### src/rtl/memory_pkg.sv
// Shared types for the RV32 store path: FSM states, size encoding and the
// AXI-lite OKAY response code.
package memory_pkg;

   typedef enum logic [1:0] {
      IDLE   = 2'd0,
      SEND   = 2'd1,
      WAIT_B = 2'd2,
      RESP   = 2'd3
   } state_t;

   typedef enum logic [1:0] {
      SIZE_NONE = 2'd0,
      SIZE_BYTE = 2'd1,
      SIZE_HALF = 2'd2,
      SIZE_WORD = 2'd3
   } size_t;

   localparam logic [1:0] BRESP_OKAY = 2'b00;

   // Several flags may be set at once; the narrowest size wins.
   function automatic size_t size_decode(input logic is_byte, input logic is_half,
                                         input logic is_word);
      size_t size;
      if (is_byte)      size = SIZE_BYTE;
      else if (is_half) size = SIZE_HALF;
      else if (is_word) size = SIZE_WORD;
      else              size = SIZE_NONE;
      return size;
   endfunction

endpackage

### src/rtl/store_align.sv
// Combinational store-data formatter: replicates the store data across the
// byte lanes, builds the strobe mask and flags misaligned or size-less stores.
module store_align
   import memory_pkg::*;
#(
   parameter int DATA_LEN = 32
) (
   input  logic [1:0]            addr_lo,
   input  logic                  is_byte,
   input  logic                  is_half,
   input  logic                  is_word,
   input  logic [DATA_LEN-1:0]   data,
   output logic [DATA_LEN-1:0]   wdata,
   output logic [DATA_LEN/8-1:0] wstrb,
   output logic                  misalign
);

   always_comb begin
      wdata    = '0;
      wstrb    = '0;
      misalign = 1'b0;
      unique case (size_decode(is_byte, is_half, is_word))
         SIZE_BYTE: begin
            wdata = {4{data[7:0]}};
            wstrb = 4'b0001 << addr_lo;
         end
         SIZE_HALF: begin
            wdata    = {2{data[15:0]}};
            wstrb    = addr_lo[1] ? 4'b1100 : 4'b0011;
            misalign = addr_lo[0];
         end
         SIZE_WORD: begin
            wdata    = data;
            wstrb    = 4'b1111;
            misalign = (addr_lo != 2'b00);
         end
         default: misalign = 1'b1;
      endcase
   end

endmodule

### src/rtl/memory_store_rv32.sv
// RV32 store unit: accepts one LSU store, issues a single AXI-lite AW/W/B
// write, and reports completion with a one-cycle response pulse.
module memory_store_rv32
   import memory_pkg::*;
#(
   parameter int DATA_LEN = 32,
   parameter int ADDR_LEN = 32
) (
   input  logic                  clk,
   input  logic                  rst_n,
   input  logic                  req_valid,
   output logic                  req_ready,
   input  logic [ADDR_LEN-1:0]   req_addr,
   input  logic [DATA_LEN-1:0]   req_data,
   input  logic                  is_byte,
   input  logic                  is_half,
   input  logic                  is_word,
   output logic                  resp_valid,
   output logic                  resp_misalign,
   output logic                  resp_err,
   output logic                  mem_awvalid,
   input  logic                  mem_awready,
   output logic [ADDR_LEN-1:0]   mem_awaddr,
   output logic                  mem_wvalid,
   input  logic                  mem_wready,
   output logic [DATA_LEN-1:0]   mem_wdata,
   output logic [DATA_LEN/8-1:0] mem_wstrb,
   input  logic                  mem_bvalid,
   output logic                  mem_bready,
   input  logic [1:0]            mem_bresp
);

   state_t                state_reg, state_next;
   logic [ADDR_LEN-1:0]   awaddr_reg;
   logic [DATA_LEN-1:0]   wdata_reg;
   logic [DATA_LEN/8-1:0] wstrb_reg;
   logic                  aw_done_reg, w_done_reg, misalign_reg, err_reg;

   logic [DATA_LEN-1:0]   align_wdata;
   logic [DATA_LEN/8-1:0] align_wstrb;
   logic                  align_misalign;
   logic                  accept, aw_hs, w_hs, b_hs, send_done;

   store_align #(.DATA_LEN(DATA_LEN)) u_align (
      .addr_lo  (req_addr[1:0]),
      .is_byte  (is_byte),
      .is_half  (is_half),
      .is_word  (is_word),
      .data     (req_data),
      .wdata    (align_wdata),
      .wstrb    (align_wstrb),
      .misalign (align_misalign)
   );

   assign accept    = req_valid && req_ready;
   assign aw_hs     = mem_awvalid && mem_awready;
   assign w_hs      = mem_wvalid && mem_wready;
   assign b_hs      = mem_bvalid && mem_bready;
   // AW and W complete independently; a handshake this cycle counts as done.
   assign send_done = (aw_done_reg || aw_hs) && (w_done_reg || w_hs);

   always_ff @(posedge clk or negedge rst_n) begin
      if (!rst_n) state_reg <= IDLE;
      else        state_reg <= state_next;
   end

   always_comb begin
      state_next = state_reg;
      unique case (state_reg)
         IDLE:    if (accept) state_next = align_misalign ? RESP : SEND;
         SEND:    if (send_done) state_next = WAIT_B;
         WAIT_B:  if (b_hs) state_next = RESP;
         RESP:    state_next = IDLE;
         default: state_next = IDLE;
      endcase
   end

   always_comb begin
      req_ready     = (state_reg == IDLE);
      mem_awvalid   = (state_reg == SEND) && !aw_done_reg;
      mem_wvalid    = (state_reg == SEND) && !w_done_reg;
      mem_bready    = (state_reg == WAIT_B);
      resp_valid    = (state_reg == RESP);
      resp_misalign = resp_valid && misalign_reg;
      resp_err      = resp_valid && err_reg;
   end

   always_ff @(posedge clk or negedge rst_n) begin
      if (!rst_n) begin
         awaddr_reg   <= '0;
         wdata_reg    <= '0;
         wstrb_reg    <= '0;
         aw_done_reg  <= 1'b0;
         w_done_reg   <= 1'b0;
         misalign_reg <= 1'b0;
         err_reg      <= 1'b0;
      end else begin
         if (accept) begin
            awaddr_reg   <= {req_addr[ADDR_LEN-1:2], 2'b00};
            wdata_reg    <= align_wdata;
            wstrb_reg    <= align_wstrb;
            misalign_reg <= align_misalign;
            err_reg      <= 1'b0;
            aw_done_reg  <= 1'b0;
            w_done_reg   <= 1'b0;
         end
         if (aw_hs) aw_done_reg <= 1'b1;
         if (w_hs)  w_done_reg  <= 1'b1;
         if (b_hs)  err_reg     <= (mem_bresp != BRESP_OKAY);
      end
   end

   assign mem_awaddr = awaddr_reg;
   assign mem_wdata  = wdata_reg;
   assign mem_wstrb  = wstrb_reg;

endmodule

### config.mk
export PLATFORM = sky130hd
export DESIGN_NAME = memory_store_rv32
export DESIGN_NICKNAME = d
export VERILOG_FILES = /design/src/rtl/memory_pkg.sv /design/src/rtl/store_align.sv /design/src/rtl/memory_store_rv32.sv
export SDC_FILE = /design/constraint.sdc
export NUM_CORES = 1
export LEC_CHECK = 0
export CELL_PAD_IN_SITES_DETAIL_PLACEMENT = 0
export CELL_PAD_IN_SITES_GLOBAL_PLACEMENT = 1
export CORE_MARGIN = 2
export CORE_UTILIZATION = 33
export DETAILED_ROUTE_END_ITERATION = 10
export GPL_ROUTABILITY_DRIVEN = 0
export GPL_TIMING_DRIVEN = 1
export PLACE_DENSITY = 0.86
export SYNTH_ARGS = -nofsm -noshare
export SYNTH_HDL_FRONTEND = slang
export SYNTH_HIERARCHICAL = 1
export SYNTH_SLANG_ARGS = --single-unit
### constraint.sdc
create_clock -name clk -period 2.2 [get_ports clk]
set_clock_uncertainty 0.2 [all_clocks]
set_input_delay 0.44 -clock clk [delete_from_list [all_inputs] [get_ports clk]]
set_output_delay 0.44 -clock clk [all_outputs]
set_load 0.03 [all_outputs]
---- Yosys cells after proc, flatten, opt, wreduce, memory -nomap -nowiden ----
Index checks and enable logic that the tools add are counted.
Widths: inputs -> output; s select.
storage, ports and cells
  output and inout bits ................... 75
  word-level logic and storage cells ...... 54
  register bits after elaboration ......... 72
cells by class
  mux-type cells .......................... 16
  eq/ne operators ......................... 9
  reduce and logical (&&, ||, !) cells .... 20
  shift operators ......................... 1
operators by type and width
  operator             count
  $pmux 32 s3          1
  $mux 2               7
  $pmux 4 s3           1
  $reduce_bool 2->1    5
  $logic_and 1x1->1    9
  $eq 2x2->1 const B   4
  $pmux 2 s4           1
  $eq 2x1->1 const B   2
  $mux 1               4
  $mux 4               1
  $ne 2x1->1 const B   2
  $shl 1x2->4 const A  1
  $pmux 1 s3           1
  $reduce_and 3->1     1
  $logic_not 1->1      2
  $logic_not 2->1      1
  $logic_or 1x1->1     2
  $ne 2x2->1 const B   1

---- Longest topological paths before layout ----
Gate-level depths: netlist of the first run.
  depth after elaboration ................. 8
  gate-level depth with buffers ........... 6
  depth with buffers taken out ............ 5

---- By module ----
The synthesis of the first run kept the hierarchy.
modules (own cells, without submodules)
  module             area an instance (sq um)  sequential area each (sq um)  times used  cells each
  memory_store_rv32  2,884.0                   1,801.7                       1           174
  store_align        620.6                     0.0                           1           107

---- Worst setup path after synthesis of the first run ----
No wires, ideal clock.
  path type ............................... register to register
  start point ............................. register state_reg[0]
  end point ............................... register wdata_reg[1], in the netlist mem_wdata[1]
  cell stages (with the launch flop) ...... 6
  clock period less this slack ............ 1,865 ps
  arrival ................................. 1,540 ps
  slack ................................... 335 ps
  buffers on the path ..................... 1
  required time ........................... 1,875 ps
  cells stage by stage .................... dfrtp_1 inv_1 ha_1 nand2_4 clkbuf_8 mux2_4
on the way
  longest elaborated chain between the ends .. 2
ends and longest elaborated chain
  item                    RTL line                  RTL
  from (decl)             memory_store_rv32.sv:33   state_t state_reg, state_next;
  from (signal assigned)  memory_store_rv32.sv:64   else state_reg <= state_next;
  $logic_not 2->1         memory_store_rv32.sv:79   req_ready = (state_reg == IDLE);
  via req_ready           memory_store_rv32.sv:12   output logic req_ready,
  $logic_and 1x1->1       memory_store_rv32.sv:55   assign accept = req_valid && req_ready;
  to (signal assigned)    memory_store_rv32.sv:100  wdata_reg <= align_wdata;
  to (decl)               memory_store_rv32.sv:35   logic [DATA_LEN-1:0] wdata_reg;
The timed path passes the listed nets, and every way through them passes these cells.
A chain may end at the register's enable or synchronous reset.

---- Final worst setup path of the first run ----
  start point ............................. register state_reg[0]
  end point ............................... output port mem_bready
on the way
  longest elaborated chain between the ends .. 1
ends and longest elaborated chain
  item        RTL line                 RTL
  $eq 2x2->1  memory_store_rv32.sv:82  mem_bready = (state_reg == WAIT_B);
  to (decl)   memory_store_rv32.sv:29  output logic mem_bready,
Every way passes these cells.

==> impl_results.md, run 1 <==
* Area overhead of the layout relative to synthesis at 51.7%
* Starting utilization of the core area at 33.9%
* Number of buffers on the longest clock path at 2
* Switching component of the power at 3060 uW
* CTS tree: yes
* Total congestion overflow at 0
* Final routed DRC violation total at 0
* H-tree depth at 3
* Non-filler instance count after layout at 574
* Die extent in x at 107 um
* Outcome: complete, no violations
* Max-slew violation total from the final report at 0
* Number of synthesized flops with an enable pin at 0
* Post-synth cell types at 33
* Vias in the first global route at 2870
* Antenna violations before repair at 0
* Combinational Power Share at 55.7%
* Capture endpoint of the worst hold path: mem_awaddr[18]
* Detailed-placement wirelength estimate at 7.04 mm
* Total routing usage reported by global routing at 16.3%
* Top cells by area, synth: dfrtp_1 51%, mux2_2 20%, nand2_1 3.9%
* Vias per cell at 4.75
* Combinational family with the most area after synthesis: multiplexers
* Portion of netlist area occupied by mux cells at 22.7%
* Buffers added on ports at 147
* Endpoint of the lowest-slack register-to-register path: mem_awaddr[17]
* Critical path data required time at 1.56 ns
* Kind of critical path: reg -> out
* Final Critical Period at 2.13 ns
* CP max FO at 4
* Number of rows created at floorplan at 37
* P per Cell Area at 1450 nW/um2
* Pre-CTS setup slack at 0.00700 ns
* Area fraction of the dominant cell type after synthesis at 51.4%
* Vert. Die Dim at 107 um
* Worst hold-check path type: reg -> reg
* Critical path launch point type: flip-flop
* Depth of the worst register-to-register path at 6
* Final setup violation count at 0
* Number of clock sinks seen by CTS at 72
* Worst-skew pair later-pin latency at 0.33 ns
* Area share of fa/ha/maj cells after synthesis at 1.43%
* Launch instance of the worst min-delay path: mem_awaddr[18]
* Mean post-synth cell area at 12.5 um2
* Capturing element type of the critical path: output pin
* Synthesized-area fraction occupied by and/or/nand/nor cells at 7.57%
* Library cell occupying the most area in the post-synthesis netlist: dfrtp_1
* # nets final at 512
* Dominant synthesized flop cell: dfrtp_1
* Origin of the critical flop-to-flop path: state_reg[0]
* Placed cells at 557
* RSZ-0062 raised after global routing: yes
* ANT cells at 0
* Count of maximum capacitance violations at 0
* Parity-gate share of the synthesized area counting xor and xnor cells at 0%
* Part of the power in the clock network at 13.6%
* Vias after detailed routing at 2725
* Worst EP arrival at 1.49 ns
* Post-synthesis instance area at 3500 um2
* Maximum clock frequency at 0.470 GHz
* Final Routed Wirelength at 9.09 mm
* R2R Setup Slk at 0.31 ns
* Final Hold Vio Count at 0
* Setup slack after layout at 0.0736 ns
* Worst hold path stage count at 1
* Largest voltage drop on the vdd net at 0.712 mV
* Hold slack final at 0.305 ns
* Int Pwr at 4630 uW
* Root Driver: clkbuf_8
* Share of synthesized registers carrying an async set or reset at 100%
* Flip-flop and latch count after synthesis at 72
* Number of synthesis warnings at 6
* Wire length of the first global-routing pass at 14.4 mm
* I/O pins at 150
* Wire per inst at 15.8 um
* Count of buffers added by post-CTS timing repair for setup at 0
* Total Die Area at 11500 um2
* Overall power of the completed layout at 7700 uW
* Sequential cell area fraction in the yosys report at 51.4%
* DRT iter0 DRCs at 78
* Fraction of power spent switching nets at 39.8%
* Clock transition at the register clock pins on the worst setup and hold paths after CTS at 0.07 ns
* Max FFs per register at 32
* Share of the synthesized area in compound gates (AO/OA/AOI/OAI) at 9.96%
* Fraction of layout cells with a size suffix above 1 at 25.6%
* Number of nets with antenna violations after routing at 0
* Placeable core region at 10300 um2
* Crit share post-route at 96.7%
* Cts bufs inserted at 9
* First-pass iteration count of the detailed router at 4
* Static power due to leakage at 0.00234 uW
* Share of power burned in registers at 30.6%
* Largest net degree at the start of global routing at 40
* Cells after Synth at 281
==> cell families after synthesis <==
family	count (synthesis)
AOI/OAI and AO/OA	47
DFF	72
adders and majority gates	4
muxes	69
buffers and inverters	32
and+or+nand+nor	56
other	1
==> cell type report <==
| cell class | count | area, um2 |
|---|---|---|
| clock inverters | 3 | 40.0 |
| multi-input cells | 178 | 1470 |
| well taps | 136 | 170 |
| repair buffers | 159 | 1630 |
| inverters | 13 | 48.8 |
| flip-flops and latches | 72 | 1800 |
| clock buffers | 13 | 159 |
| fillers | 946 | 5010 |
==> how the worst max path moves through the flow <==
stage | end | from | depth (start not counted)
after floorplan | mem_wdata[1] | state_reg[0] | 5
after global placement | mem_wdata[2] | is_half | 5
after detailed placement | mem_wdata[5] | is_half | 5
after CTS | mem_bready | state_reg[0] | 3
after global routing | mem_awvalid | state_reg[1] | 4
final | mem_bready | state_reg[0] | 3
==> critical path, cell delays in order, from the launching register on <==
cell,delay (ns)
dfrtp_1,0.41
inv_1,0.11
ha_1,0.23
clkdlybuf4s15_1,0.40
==> cells in the mapped netlist, types with 2 or more instances <==
library cell	count
buf_6	4
clkbuf_8	7
o22ai_1	3
mux2_4	6
mux2i_1	2
nor2b_1	3
nand2_1	36
a221oi_2	8
mux2_2	61
nor2_1	8
o21ai_0	15
buf_4	4
and2_1	3
buf_2	2
o21ai_2	2
a21oi_1	12
inv_1	13
ha_1	4
clkbuf_1	2
a22o_2	2
dfrtp_1	72
==> timing repair <==
action,in CTS,in global routing
hold buffers,1,0
endpoints found under the setup margin,5,3
gates resized for setup,5,2
endpoints found under the hold margin,30,0
==> per-stage QoR <==
stage | area, um2 | utilization (%) | TNS, ns
floorplan | 3510 | - | 0
global placement | 5110 | 49.5 | 0
detailed placement | 5110 | 49.5 | 0
CTS | 5310 | 51.5 | 0
global route | 5320 | 51.5 | -0.0281
finish | 5320 | 51.5 | 0
==> metal layers <==
layer  GRT usage, %  vias up  wire, um
met4           4.45        0        84
li1               -     1268         -
met1           19.4     1326      3600
met3           6.57        9       979
met2           27.4      122      4420
met5              0        -         0
==> cells in the final DEF, fill, tap and decap left out, types with 3 or more instances in the layout <==
cell,instances
clkbuf_8,11
buf_4,8
mux2_2,61
o21ai_0,15
ha_1,3
and2_1,3
dfrtp_1,72
nor2b_1,3
o22ai_1,3
dlygate4sd2_1,4
a221oi_2,8
buf_12,6
a21oi_1,12
nand2_1,36
inv_1,13
nor2_1,8
mux2_4,6
clkdlybuf4s50_1,139
==> power groups by stage <==
| stage | logic [uW] | registers (uW) | clock network, uW |
|---|---|---|---|
| after floorplan | 1380 | 3540 | 0 |
| after global placement | 4290 | 2360 | 0 |
| after detailed placement | 4350 | 2390 | 0 |
| after CTS | 4340 | 2370 | 1090 |
| after global routing | 4530 | 2450 | 1150 |
| final | 4290 | 2360 | 1050 |
Power figures use the tool's default switching activity.
==> run 2, diff against run 1 <==
--- a/config.mk
+++ b/config.mk
@@ -5,6 +5,7 @@
 export SDC_FILE = /design/constraint.sdc
 export NUM_CORES = 1
 export LEC_CHECK = 0
+export CAP_MARGIN = 5
 export CELL_PAD_IN_SITES_DETAIL_PLACEMENT = 0
 export CELL_PAD_IN_SITES_GLOBAL_PLACEMENT = 1
 export CORE_MARGIN = 2
@@ -13,6 +14,7 @@
 export GPL_ROUTABILITY_DRIVEN = 0
 export GPL_TIMING_DRIVEN = 1
 export PLACE_DENSITY = 0.86
+export SKIP_LAST_GASP = 1
 export SYNTH_ARGS = -nofsm -noshare
 export SYNTH_HDL_FRONTEND = slang
 export SYNTH_HIERARCHICAL = 1
==> results of run 2 <==
The final DEF is identical to that of run 1; final timing and power are the same.
